**config.mk**
```make
export PLATFORM = sky130hd
export DESIGN_NAME = alu_ctrl_md_flat
export DESIGN_NICKNAME = d
export VERILOG_FILES = /design/src/rtl/alu_ctrl_md_if.sv /design/src/rtl/alu_ctrl_md.sv /design/src/flat_wrapper.sv
export SDC_FILE = /design/constraint.sdc
export NUM_CORES = 1
export LEC_CHECK = 0
export CAP_MARGIN = 10
export CORE_UTILIZATION = 40
export CTS_CLUSTER_DIAMETER = 60
export CTS_CLUSTER_SIZE = 16
export DETAILED_ROUTE_END_ITERATION = 6
export GPL_TIMING_DRIVEN = 0
export MAX_ROUTING_LAYER = met4
export SLEW_MARGIN = 0
export SYNTH_ARGS = -nofsm -noshare
export SYNTH_HDL_FRONTEND = slang
export SYNTH_SLANG_ARGS = --single-unit
```
**constraint.sdc**
```tcl
create_clock -name clk_i -period 14.5 [get_ports clk_i]
set_input_delay 4.35 -clock clk_i [delete_from_list [all_inputs] [get_ports clk_i]]
set_output_delay 4.35 -clock clk_i [all_outputs]
set_load 0.05 [all_outputs]
```
**src/rtl/alu_ctrl_md_if.sv**
```systemverilog
// EX-stage ALU bus: op decode inputs, operands, mult/div start, combinational result and HI/LO state.
// The datapath/controller is the master; the ALU is the slave.
interface alu_ctrl_md_if #(parameter int WIDTH = 32);
    logic [1:0]       alu_op;
    logic [5:0]       func;
    logic [WIDTH-1:0] a;
    logic [WIDTH-1:0] b;
    logic             start;
    logic [WIDTH-1:0] result;
    logic             zero;
    logic             ovf;
    logic             illegal;
    logic             busy;
    logic             done;
    logic [WIDTH-1:0] hi;
    logic [WIDTH-1:0] lo;

    modport master (
        output alu_op, func, a, b, start,
        input  result, zero, ovf, illegal, busy, done, hi, lo
    );

    modport slave (
        input  alu_op, func, a, b, start,
        output result, zero, ovf, illegal, busy, done, hi, lo
    );
endinterface

```
**src/rtl/alu_ctrl_md.sv**
```systemverilog
// MIPS ALU control + execute: zero-latency ALU ops; iterative mult/div taking WIDTH+1 cycles to done.
// No backpressure: start is only accepted in IDLE, and the controller stalls on busy.
module alu_ctrl_md #(
    parameter int WIDTH = 32
) (
    input logic           clk_i,
    input logic           rst_i,
    alu_ctrl_md_if.slave  bus
);
    localparam int CW = $clog2(WIDTH);

    typedef enum logic [4:0] {
        OP_ADD, OP_ADDU, OP_SUB, OP_SUBU, OP_AND, OP_OR, OP_XOR, OP_NOR,
        OP_SLT, OP_SLTU, OP_MFHI, OP_MFLO, OP_MULT, OP_MULTU, OP_DIV, OP_DIVU, OP_ILL
    } op_e;

    typedef enum logic [1:0] {S_IDLE, S_RUN, S_DONE} state_e;

    op_e              op;
    logic [WIDTH-1:0] sum, diff, b_neg, res;
    logic             ovf;
    logic             is_md, md_signed, md_div;
    logic [WIDTH-1:0] a_abs, b_abs;

    state_e             state_q;
    logic [CW-1:0]      count_q;
    logic [2*WIDTH-1:0] acc_q, acc_d;
    logic [WIDTH-1:0]   opnd_q, a_raw_q;
    logic               is_div_q, q_neg_q, r_neg_q, dz_q;
    logic [WIDTH-1:0]   hi_q, lo_q, hi_d, lo_d;
    logic               busy_q, done_q;
    logic [WIDTH:0]     mul_sum, div_trial;
    logic [2*WIDTH-1:0] prod;

    always_comb begin
        op = OP_ILL;
        case (bus.alu_op)
            2'b00: op = OP_ADDU;
            2'b01: op = OP_SUBU;
            2'b10: begin
                case (bus.func)
                    6'h20: op = OP_ADD;
                    6'h21: op = OP_ADDU;
                    6'h22: op = OP_SUB;
                    6'h23: op = OP_SUBU;
                    6'h24: op = OP_AND;
                    6'h25: op = OP_OR;
                    6'h26: op = OP_XOR;
                    6'h27: op = OP_NOR;
                    6'h2A: op = OP_SLT;
                    6'h2B: op = OP_SLTU;
                    6'h10: op = OP_MFHI;
                    6'h12: op = OP_MFLO;
                    6'h18: op = OP_MULT;
                    6'h19: op = OP_MULTU;
                    6'h1A: op = OP_DIV;
                    6'h1B: op = OP_DIVU;
                    default: op = OP_ILL;
                endcase
            end
            default: op = OP_ILL;
        endcase
    end

    assign sum   = bus.a + bus.b;
    assign diff  = bus.a - bus.b;
    assign b_neg = ~bus.b + 1'b1;

    always_comb begin
        res = '0;
        ovf = 1'b0;
        case (op)
            OP_ADD: begin
                res = sum;
                ovf = (bus.a[WIDTH-1] == bus.b[WIDTH-1]) && (sum[WIDTH-1] != bus.a[WIDTH-1]);
            end
            OP_ADDU: res = sum;
            OP_SUB: begin
                res = diff;
                ovf = (bus.a[WIDTH-1] == b_neg[WIDTH-1]) && (diff[WIDTH-1] != bus.a[WIDTH-1]);
            end
            OP_SUBU: res = diff;
            OP_AND:  res = bus.a & bus.b;
            OP_OR:   res = bus.a | bus.b;
            OP_XOR:  res = bus.a ^ bus.b;
            OP_NOR:  res = ~(bus.a | bus.b);
            OP_SLT:  res = {{(WIDTH-1){1'b0}}, $signed(bus.a) < $signed(bus.b)};
            OP_SLTU: res = {{(WIDTH-1){1'b0}}, bus.a < bus.b};
            OP_MFHI: res = hi_q;
            OP_MFLO: res = lo_q;
            default: res = '0;
        endcase
    end

    assign bus.result  = res;
    assign bus.zero    = (res == '0);
    assign bus.ovf     = ovf;
    assign bus.illegal = (op == OP_ILL);

    assign is_md     = (op == OP_MULT) || (op == OP_MULTU) || (op == OP_DIV) || (op == OP_DIVU);
    assign md_signed = (op == OP_MULT) || (op == OP_DIV);
    assign md_div    = (op == OP_DIV) || (op == OP_DIVU);
    assign a_abs     = (md_signed && bus.a[WIDTH-1]) ? -bus.a : bus.a;
    assign b_abs     = (md_signed && bus.b[WIDTH-1]) ? -bus.b : bus.b;

    // Multiply: add multiplicand into the upper half, shift right. Divide: shift left, trial subtract.
    always_comb begin
        mul_sum   = {1'b0, acc_q[2*WIDTH-1:WIDTH]} + (acc_q[0] ? {1'b0, opnd_q} : '0);
        div_trial = acc_q[2*WIDTH-1:WIDTH-1] - {1'b0, opnd_q};
        if (is_div_q) begin
            if (!div_trial[WIDTH])
                acc_d = {div_trial[WIDTH-1:0], acc_q[WIDTH-2:0], 1'b1};
            else
                acc_d = {acc_q[2*WIDTH-2:0], 1'b0};
        end else begin
            acc_d = {mul_sum, acc_q[WIDTH-1:1]};
        end
    end

    always_comb begin
        prod = q_neg_q ? -acc_d : acc_d;
        hi_d = prod[2*WIDTH-1:WIDTH];
        lo_d = prod[WIDTH-1:0];
        if (is_div_q) begin
            if (dz_q) begin
                hi_d = a_raw_q;
                lo_d = '1;
            end else begin
                lo_d = q_neg_q ? -acc_d[WIDTH-1:0] : acc_d[WIDTH-1:0];
                hi_d = r_neg_q ? -acc_d[2*WIDTH-1:WIDTH] : acc_d[2*WIDTH-1:WIDTH];
            end
        end
    end

    always_ff @(posedge clk_i) begin
        if (rst_i) begin
            state_q  <= S_IDLE;
            count_q  <= '0;
            acc_q    <= '0;
            opnd_q   <= '0;
            a_raw_q  <= '0;
            is_div_q <= 1'b0;
            q_neg_q  <= 1'b0;
            r_neg_q  <= 1'b0;
            dz_q     <= 1'b0;
            hi_q     <= '0;
            lo_q     <= '0;
            busy_q   <= 1'b0;
            done_q   <= 1'b0;
        end else begin
            case (state_q)
                S_IDLE: begin
                    done_q <= 1'b0;
                    if (bus.start && is_md) begin
                        state_q  <= S_RUN;
                        busy_q   <= 1'b1;
                        count_q  <= '0;
                        is_div_q <= md_div;
                        a_raw_q  <= bus.a;
                        dz_q     <= (bus.b == '0);
                        q_neg_q  <= md_signed && (bus.a[WIDTH-1] ^ bus.b[WIDTH-1]);
                        r_neg_q  <= md_signed && md_div && bus.a[WIDTH-1];
                        acc_q    <= {{WIDTH{1'b0}}, md_div ? a_abs : b_abs};
                        opnd_q   <= md_div ? b_abs : a_abs;
                    end
                end
                S_RUN: begin
                    acc_q   <= acc_d;
                    count_q <= count_q + 1'b1;
                    if (count_q == CW'(WIDTH-1)) begin
                        hi_q    <= hi_d;
                        lo_q    <= lo_d;
                        busy_q  <= 1'b0;
                        done_q  <= 1'b1;
                        state_q <= S_DONE;
                    end
                end
                S_DONE: begin
                    done_q  <= 1'b0;
                    state_q <= S_IDLE;
                end
                default: begin
                    state_q <= S_IDLE;
                    busy_q  <= 1'b0;
                    done_q  <= 1'b0;
                end
            endcase
        end
    end

    assign bus.busy = busy_q;
    assign bus.done = done_q;
    assign bus.hi   = hi_q;
    assign bus.lo   = lo_q;
endmodule

```
**src/flat_wrapper.sv**
```systemverilog
// flat-port wrapper written by rule: the top's interface ports become plain ports
module alu_ctrl_md_flat 
#(
    parameter int WIDTH = 32
)
  (clk_i, rst_i, bus_alu_op, bus_func, bus_a, bus_b, bus_start, bus_result, bus_zero, bus_ovf, bus_illegal, bus_busy, bus_done, bus_hi, bus_lo);
  alu_ctrl_md_if #(.WIDTH(WIDTH)) bus_i ();
  input logic clk_i;
  input logic rst_i;
  input wire logic [$bits(bus_i.alu_op)-1:0] bus_alu_op;
  input wire logic [$bits(bus_i.func)-1:0] bus_func;
  input wire logic [$bits(bus_i.a)-1:0] bus_a;
  input wire logic [$bits(bus_i.b)-1:0] bus_b;
  input wire logic [$bits(bus_i.start)-1:0] bus_start;
  output wire logic [$bits(bus_i.result)-1:0] bus_result;
  output wire logic [$bits(bus_i.zero)-1:0] bus_zero;
  output wire logic [$bits(bus_i.ovf)-1:0] bus_ovf;
  output wire logic [$bits(bus_i.illegal)-1:0] bus_illegal;
  output wire logic [$bits(bus_i.busy)-1:0] bus_busy;
  output wire logic [$bits(bus_i.done)-1:0] bus_done;
  output wire logic [$bits(bus_i.hi)-1:0] bus_hi;
  output wire logic [$bits(bus_i.lo)-1:0] bus_lo;
  assign bus_i.alu_op = bus_alu_op;
  assign bus_i.func = bus_func;
  assign bus_i.a = bus_a;
  assign bus_i.b = bus_b;
  assign bus_i.start = bus_start;
  assign bus_result = bus_i.result;
  assign bus_zero = bus_i.zero;
  assign bus_ovf = bus_i.ovf;
  assign bus_illegal = bus_i.illegal;
  assign bus_busy = bus_i.busy;
  assign bus_done = bus_i.done;
  assign bus_hi = bus_i.hi;
  assign bus_lo = bus_i.lo;
  alu_ctrl_md #(.WIDTH(WIDTH)) u_core (.clk_i(clk_i), .rst_i(rst_i), .bus(bus_i));
endmodule
```
==> impl_metrics.csv, run 1 <==
group,metric,value,unit
status,status,"complete, no violations",
power,powerDensity,61.7,nW/um^2
timing,setup_violations,0,
critical_path,end_kind,"primary output",
yosys,avgSynthCellArea,7.07,um^2
timing,hold_viol_final,0,
critical_path,crit_path_top_delay_cell,"clkdlybuf4s50_1",
power,leakagePower,10.2,nW
power,internal-power,1.06,mW
timing,max_freq,69.4,MHz
yosys,synth_cells,3258,
power,p_sw,0.587,mW
routing,wl_per_cell,29.0,um
power,swShare,0.357,
grt,grt_util_all_layers,0.416,
timing,fin_crit,14.41,ns
floorplanning,fp-row-count,87,
grt,grt_pass1_wl,178000,um
clock_tree,cts_max_level,1,
cells_and_area,area_growth,15.7,%
clock_tree,clock-sinks,205,
yosys,syn_area,23000,um^2
cells_and_area,nFillCells,5945,
min_path,min_from,"u_core.a_raw_q[11]$_SDFFE_PP0P_",
floorplanning,dieArea,58600,um^2
yosys,synth_seq_area_share,0.178,
power,power,1.64,mW
yosys,synth_cell_types,97,
routing,dr.pass1.iters,6,
grt,grt_overflow,0,
min_path,min_path_cells,2,
yosys,yosysWarnings,0,
clock_tree,holdBufCountCts,0,
timing,finalCritPeriodShare,0.994,
routing,drt_iter0_drc,3227,
timing,holdWs,0.459,ns
critical_path,crit_chain,"clkdlybuf4s50_1 > inv_1 > ha_1 > nor3_1 > nand2_1 > o21ai_1 > o211ai_1 > a41oi_1 > nor2_1 > a221o_1 > a21o_1 > nor4_2 > nand4b_1 > or4_1 > or4_1 > nor3_1 > clkdlybuf4s15_2",
grt,antenna_found_initial,4,
critical_path,path_max_fanout,5,
min_path,hold_end,"u_core.a_raw_q[11]$_SDFFE_PP0P_",
timing,final_max_slew_viol_count,0,
power,p_clk_frac,0.385,
cells_and_area,nets,3709,
power,seqPwrFrac,0.342,
critical_path,worstPathRequired,10.15,ns
critical_path,r2r-end,"u_core.bus.hi[14]$_SDFFE_PP0P_",
clock_tree,clkLatencyLatePin,0.54,ns
min_path,holdCritPathClass,"reg2reg",
placed_design,hpwlAfterDp,101000,um
routing,wirelength,123000,um
critical_path,worstSetupPathType,"in2out",
timing,maxSlewHeadroom,0.116,
placed_design,gp_congestion,1.05,
yosys,syn_nets,3504,
floorplanning,die_w,242,um
routing,ant_nets,0,
yosys,synth-main-ff-cell,"dfxtp_1",
critical_path,worstSetupStartpointType,"input pin",
yosys,synth_edf_count,0,
grt,grt_max_degree,17,
cells_and_area,fin_cells,4234,
timing,clock_skew,0.0197,ns
floorplanning,dieHeight,242,um
power,ir_drop,0.0689,mV
yosys,ys_seq_elements,205,
job,maxCapViolations,0,
floorplanning,start_util,0.407,
placed_design,placed_cells,4194,
floorplanning,ios,176,
yosys,async_reset_ff_frac,0,
placed_design,io_buffer_count,175,
cells_and_area,drive_above_1_share,0.0478,
critical_path,crit_arrival,10.06,ns
timing,rsz0062_at_grt,"no",
clock_tree,clkTransAtPathRegs,0.07,ns
grt,grt_pass1_vias,25900,
critical_path,rrSetupSlack,4.85,ns
power,share_comb_of_total_power,0.273,
floorplanning,core,56600,um^2
routing,vias,27100,
critical_path,critical_path.max_stage_delay,0.77,ns
critical_path,r2r_cells,25,
clock_tree,clock_tree.buffer_depth,3,
clock_tree,cts_buffers,22,
routing,drc,0,
critical_path,r2r-start,"u_core.is_div_q$_SDFFE_PP0P_",
routing,vias_per_cell,6.41,
clock_tree,cts_root_buffer,"clkbuf_16",
clock_tree,cts_tree,"done",
timing,worst_pin_slew,1.33,ns
## per-layer routing
| metal | track usage | vias up | wire length (um) |
|---|---|---|---|
| met3 | 0.0492 | 406 | 10400 |
| met2 | 0.662 | 1589 | 55600 |
| met1 | 0.502 | 12900 | 48000 |
| met5 | - | - | 0 |
| li1 | - | 12300 | - |
| met4 | 0.260 | 0 | 9050 |
## power by group through the flow
stage,Clock (mW),Sequential [mW],Combinational (mW)
final,0.632,0.563,0.449
after global routing,0.652,0.563,0.470
after CTS,0.629,0.563,0.434
after detailed placement,0,0.576,0.430
after global placement,0,0.576,0.433
after floorplan,0,0.576,0.262
## registers in the layout (all words and copies together), names as in the netlist
signal,cells
u_core.bus.hi,32
u_core.bus.busy,1
u_core.q_neg_q,1
u_core.count_q,5
u_core.r_neg_q,1
u_core.bus.done,1
u_core.bus.lo,32
u_core.is_div_q,1
u_core.dz_q,1
u_core.opnd_q,32
u_core.a_raw_q,32
u_core.state_q,2
u_core.acc_q,64
## Yosys cell counts, types with 29 or more instances
cell type  number  share of area
nor2b_1        34         0.0092
nor2_1        288          0.047
a22oi_1        50          0.016
clkbuf_1      170          0.028
a21o_1         38          0.012
a31oi_1        29         0.0079
and2_1         44          0.012
ha_1          167          0.091
nand2_1       407          0.066
o31ai_1        38          0.012
o211ai_1       59          0.019
o21ai_0       216          0.047
a211oi_1       68          0.022
xnor2_1       172          0.065
mux2i_1        50          0.022
dfxtp_1       205           0.18
inv_1         161          0.026
nor3_1         93          0.020
xor2_1         51          0.019
a21oi_1       267          0.058
nand3_1        87          0.019
nand4_1        30         0.0081
## cell type report
type | count | area [um^2] | area share
diodes | 2 | 5.00 | 0.000188
plain buffers | 207 | 870 | 0.0326
clock buffers | 23 | 576 | 0.0216
clock inverters | 14 | 201 | 0.00756
inverters | 162 | 608 | 0.0228
multi-input cells | 2682 | 17500 | 0.658
flip-flops and latches | 205 | 4100 | 0.154
well taps | 756 | 946 | 0.0355
repair buffers | 183 | 1820 | 0.0682
## metrics by stage
step / setup slack [ns] / TNS (ns) / area [um^2] / util
2_1_floorplan: 0.518 / 0 / 23000 / -
3_3_place_gp: -0.960 / -2.33 / 25700 / 0.455
3_5_place_dp: -0.885 / -0.885 / 25800 / 0.456
4_1_cts: 0.0181 / 0 / 26600 / 0.470
5_1_grt: 0.00305 / 0 / 26700 / 0.471
6_report: 0.0923 / 0 / 26700 / 0.471
## cell usage in the layout, fill, tap and decap left out, types with 19 or more instances in the layout
cell type / netlist / final
nor2b_1: 34 / 34
nand2_1: 407 / 407
clkbuf_1: 170 / 159
o211ai_1: 59 / 59
ha_1: 167 / 167
mux2i_1: 50 / 50
a21oi_1: 267 / 265
a222oi_1: 22 / 22
nor2_1: 288 / 287
or3_1: 28 / 28
clkbuf_16: 0 / 23
o31ai_1: 38 / 36
o21ai_0: 216 / 213
o21bai_1: 20 / 19
dfxtp_1: 205 / 205
a211oi_1: 68 / 68
a31oi_1: 29 / 29
a21o_1: 38 / 38
a22oi_1: 50 / 50
nor3_1: 93 / 93
nand3_1: 87 / 87
and2_1: 44 / 44
nand4_1: 30 / 30
xor2_1: 51 / 51
nand2b_1: 25 / 25
inv_1: 161 / 161
nor4_1: 23 / 22
mux2_2: 26 / 26
a22o_1: 24 / 24
clkdlybuf4s50_1: 0 / 164
xnor2_1: 172 / 172
## worst max path at each step
stage / startpoint / endpoint
after floorplan: bus_b[2] / bus_zero
after global placement: bus_a[1] / bus_zero
after detailed placement: bus_a[1] / bus_zero
after CTS: bus_b[1] / bus_zero
after global routing: bus_b[2] / bus_zero
final: bus_a[5] / bus_zero
## worst max-delay path: cells and delay by family
kind	cells	cell delay, ns
fa+ha+maj	1	0.40
buf+inv	3	1.33
simple gates	8	2.42
compound gates	5	1.55
## cell families after synthesis
| kind of cell | synth area share |
|---|---|
| xor gates and xnor gates | 0.0847 |
| AOI/OAI and AO/OA | 0.301 |
| muxes | 0.0351 |
| and+or+nand+nor | 0.243 |
| buffers and inverters | 0.0640 |
| adders and majority gates | 0.0941 |
| DFF | 0.178 |
## repair_timing
item,in CTS,in global routing
setup endpoints to repair,1,2
gates resized for setup,16,31
endpoints found under the hold margin,0,0
buffers inserted,1,2
pin swaps,1,3
Note: power is estimated with default switching activity, not from simulation.
==> run 2: changes to the inputs <==
CELL_PAD_IN_SITES_DETAIL_PLACEMENT = 0   (was not set)
CELL_PAD_IN_SITES_GLOBAL_PLACEMENT = 2   (was not set)
CORE_UTILIZATION = 38   (was 40)
PLACE_DENSITY_LB_ADDON = 0.1   (was not set)
==> run 2 against run 1 <==
Compared with the run above:
- largest power group is now sequential cells
- routed wire length is essentially flat
- sequential power is essentially flat
- cell area shrank 0.97%
- non-clock buffer count shrank 1
- global-route usage shrank 1.8 points
- via count shrank 1.4%
- count of clock-buffer cells in the layout shrank 5
- critical path depth shrank 1
- the run now ends with design-rule violations left
- maximum frequency grew 0.81%
- die area grew 5.2%
==> impl_metrics.csv, run 2 (synthesized netlist as in run 1, its figures left out) <==
group,metric,value,unit
min_path,holdCritPathClass,"reg2reg",
power,powerDensity,55.6,nW/um^2
job,maxCapViolations,0,
cells_and_area,largest_register_ff_count,64,
routing,dr.pass1.iters,7,
timing,hold_viol_final,0,
floorplanning,start_util,0.388,
critical_path,r2r-end,"u_core.bus.hi[14]$_SDFFE_PP0P_",
floorplanning,die_w,248,um
routing,drt_iter0_drc,2605,
critical_path,rrSetupSlack,5.18,ns
cells_and_area,nets,3703,
clock_tree,cts_buffers,17,
status,failed_checks,"design-rule violations",
clock_tree,cts_root_buffer,"clkbuf_16",
timing,finalCritPeriodShare,0.986,
cells_and_area,seq_area,4100,um^2
grt,antenna_found_initial,1,
placed_design,gp_congestion,0.979,
grt,grt_util_all_layers,0.399,
timing,setup_violations,0,
timing,final_max_slew_viol_count,0,
min_path,min_from,"u_core.a_raw_q[20]$_SDFFE_PP0P_",
grt,grt_overflow,0,
critical_path,crit_top_cell,"or4_1",
timing,worst_pin_slew,1.26,ns
routing,vias_per_cell,6.32,
floorplanning,core,59500,um^2
min_path,min_path_cells,2,
clock_tree,clkTransAtPathRegs,0.07,ns
clock_tree,clock-sinks,205,
placed_design,hpwlAfterDp,102000,um
timing,clock_skew,0.0233,ns
clock_tree,clock_tree.buffer_depth,3,
routing,ant_nets,0,
critical_path,critical_path.max_stage_delay,0.62,ns
timing,rsz0062_at_grt,"no",
power,ir_drop,0.0585,mV
grt,grt_pass1_wl,174000,um
cells_and_area,drive_above_1_share,0.0434,
cells_and_area,area_growth,14.5,%
status,status,"finished with violations",
clock_tree,cts_tree,"done",
power,leakagePower,10.0,nW
critical_path,r2r_cells,25,
routing,wirelength,123000,um
cells_and_area,nFillCells,6216,
cells_and_area,fin_util,0.444,
grt,grt_pass1_vias,25700,
critical_path,end_kind,"primary output",
clock_tree,holdBufCountCts,0,
timing,maxSlewHeadroom,0.160,
grt,grt_max_degree,17,
critical_path,crit_buf_inv,4,
placed_design,place_ws,-1.04,ns
critical_path,path_max_fanout,10,
critical_path,worstSetupPathType,"in2out",
cells_and_area,multiInputGateArea,17600,um^2
clock_tree,cts_max_level,1,
routing,wl_per_cell,29.0,um
cells_and_area,final_common_cell,"nand2_1",
critical_path,worstPathRequired,10.15,ns
routing,drc,1,
routing,vias,26800,
critical_path,path_delay_family,"simple AND/OR/NAND/NOR gates",
cells_and_area,regMostFlops,"u_core.acc_q",
min_path,hold_end,"u_core.a_raw_q[20]$_SDFFE_PP0P_",
critical_path,crit_arrival,9.94,ns
floorplanning,dieArea,61600,um^2
timing,fin_crit,14.29,ns
critical_path,r2r-start,"u_core.is_div_q$_SDFFE_PP0P_",
timing,layout_setup_ws,0.209,ns
critical_path,crit_path_top_delay_cell,"clkdlybuf4s50_1",
placed_design,io_buffer_count,175,
cells_and_area,final_cell_mix,"nand2_1, nor2_1, a21oi_1",
critical_path,worstSetupStartpointType,"input pin",
timing,max_freq,70.0,MHz
floorplanning,fp-row-count,89,
floorplanning,dieHeight,248,um
critical_path,crit_chain,"clkdlybuf4s50_1 > nor3b_2 > a21oi_2 > o21ai_2 > inv_1 > nor2_2 > buf_2 > o21ai_0 > a221o_1 > or4_1 > nor4_2 > nand4b_1 > or4_1 > or4_1 > nor3_1 > buf_2",
floorplanning,ios,176,
clock_tree,clkLatencyLatePin,0.53,ns
run 2: power by group:
part,internal [mW],leakage (nW),switching (mW)
Combinational,0.145,8.15,0.299
Sequential,0.562,1.65,0.000247
Clock,0.233,0.237,0.229
Total,0.940,10.0,0.528
run 2: tightest hold or removal path, stage by stage (launching register included):
cell and delay [ns]:
dfxtp_1 0.31, nand2_1 0.05, a21oi_1 0.05
run 2: metal layers:
layer  GRT usage  part of all wire  vias up
met4       0.222             0.063        0
met5           -                 0        -
met3      0.0485             0.073      342
met2       0.651              0.46     1369
li1            -                 -    12200
met1       0.474              0.40    12800
run 2: final cells by class:
cell class	instances	share of cell area
buffer	209	0.0334
sequential	205	0.155
multi-input combinational	2682	0.665
clock inverter	3	0.00209
clock buffer	18	0.0163
tap	773	0.0366
antenna	1	0.0000948
inverter	162	0.0230
timing repair buffer	180	0.0682
run 2: stage by stage:
step	hold slack, ns	cells	total power [mW]	area, um^2	setup TNS, ns
3_3_place_gp	0.444	4206	1.00	25800	-2.70
2_1_floorplan	0.432	3258	0.838	23000	0
5_1_grt	0.483	4233	1.51	26400	0
3_5_place_dp	0.447	4209	1.00	25800	-1.17
4_1_cts	0.457	4230	1.45	26300	0
6_report	0.456	4233	1.47	26400	0
run 2: worst max-delay path by stage:
stage / from / endpoint / slack (ns) / cells after the start
after global placement: bus_a[2] / bus_zero / -1.03 / 18
after global routing: bus_func[3] / bus_zero / 0.01 / 16
after detailed placement: bus_a[2] / bus_zero / -1.04 / 18
final: bus_func[5] / bus_zero / 0.21 / 16
after CTS: bus_a[1] / bus_zero / 0.01 / 18
after floorplan: bus_b[2] / bus_zero / 0.52 / 16
run 2: what timing repair did:
| action | CTS | global route |
|---|---|---|
| pin swaps | 1 | 4 |
| buffers inserted | 0 | 2 |
| setup endpoints to repair | 2 | 1 |
| gates resized for setup | 24 | 30 |
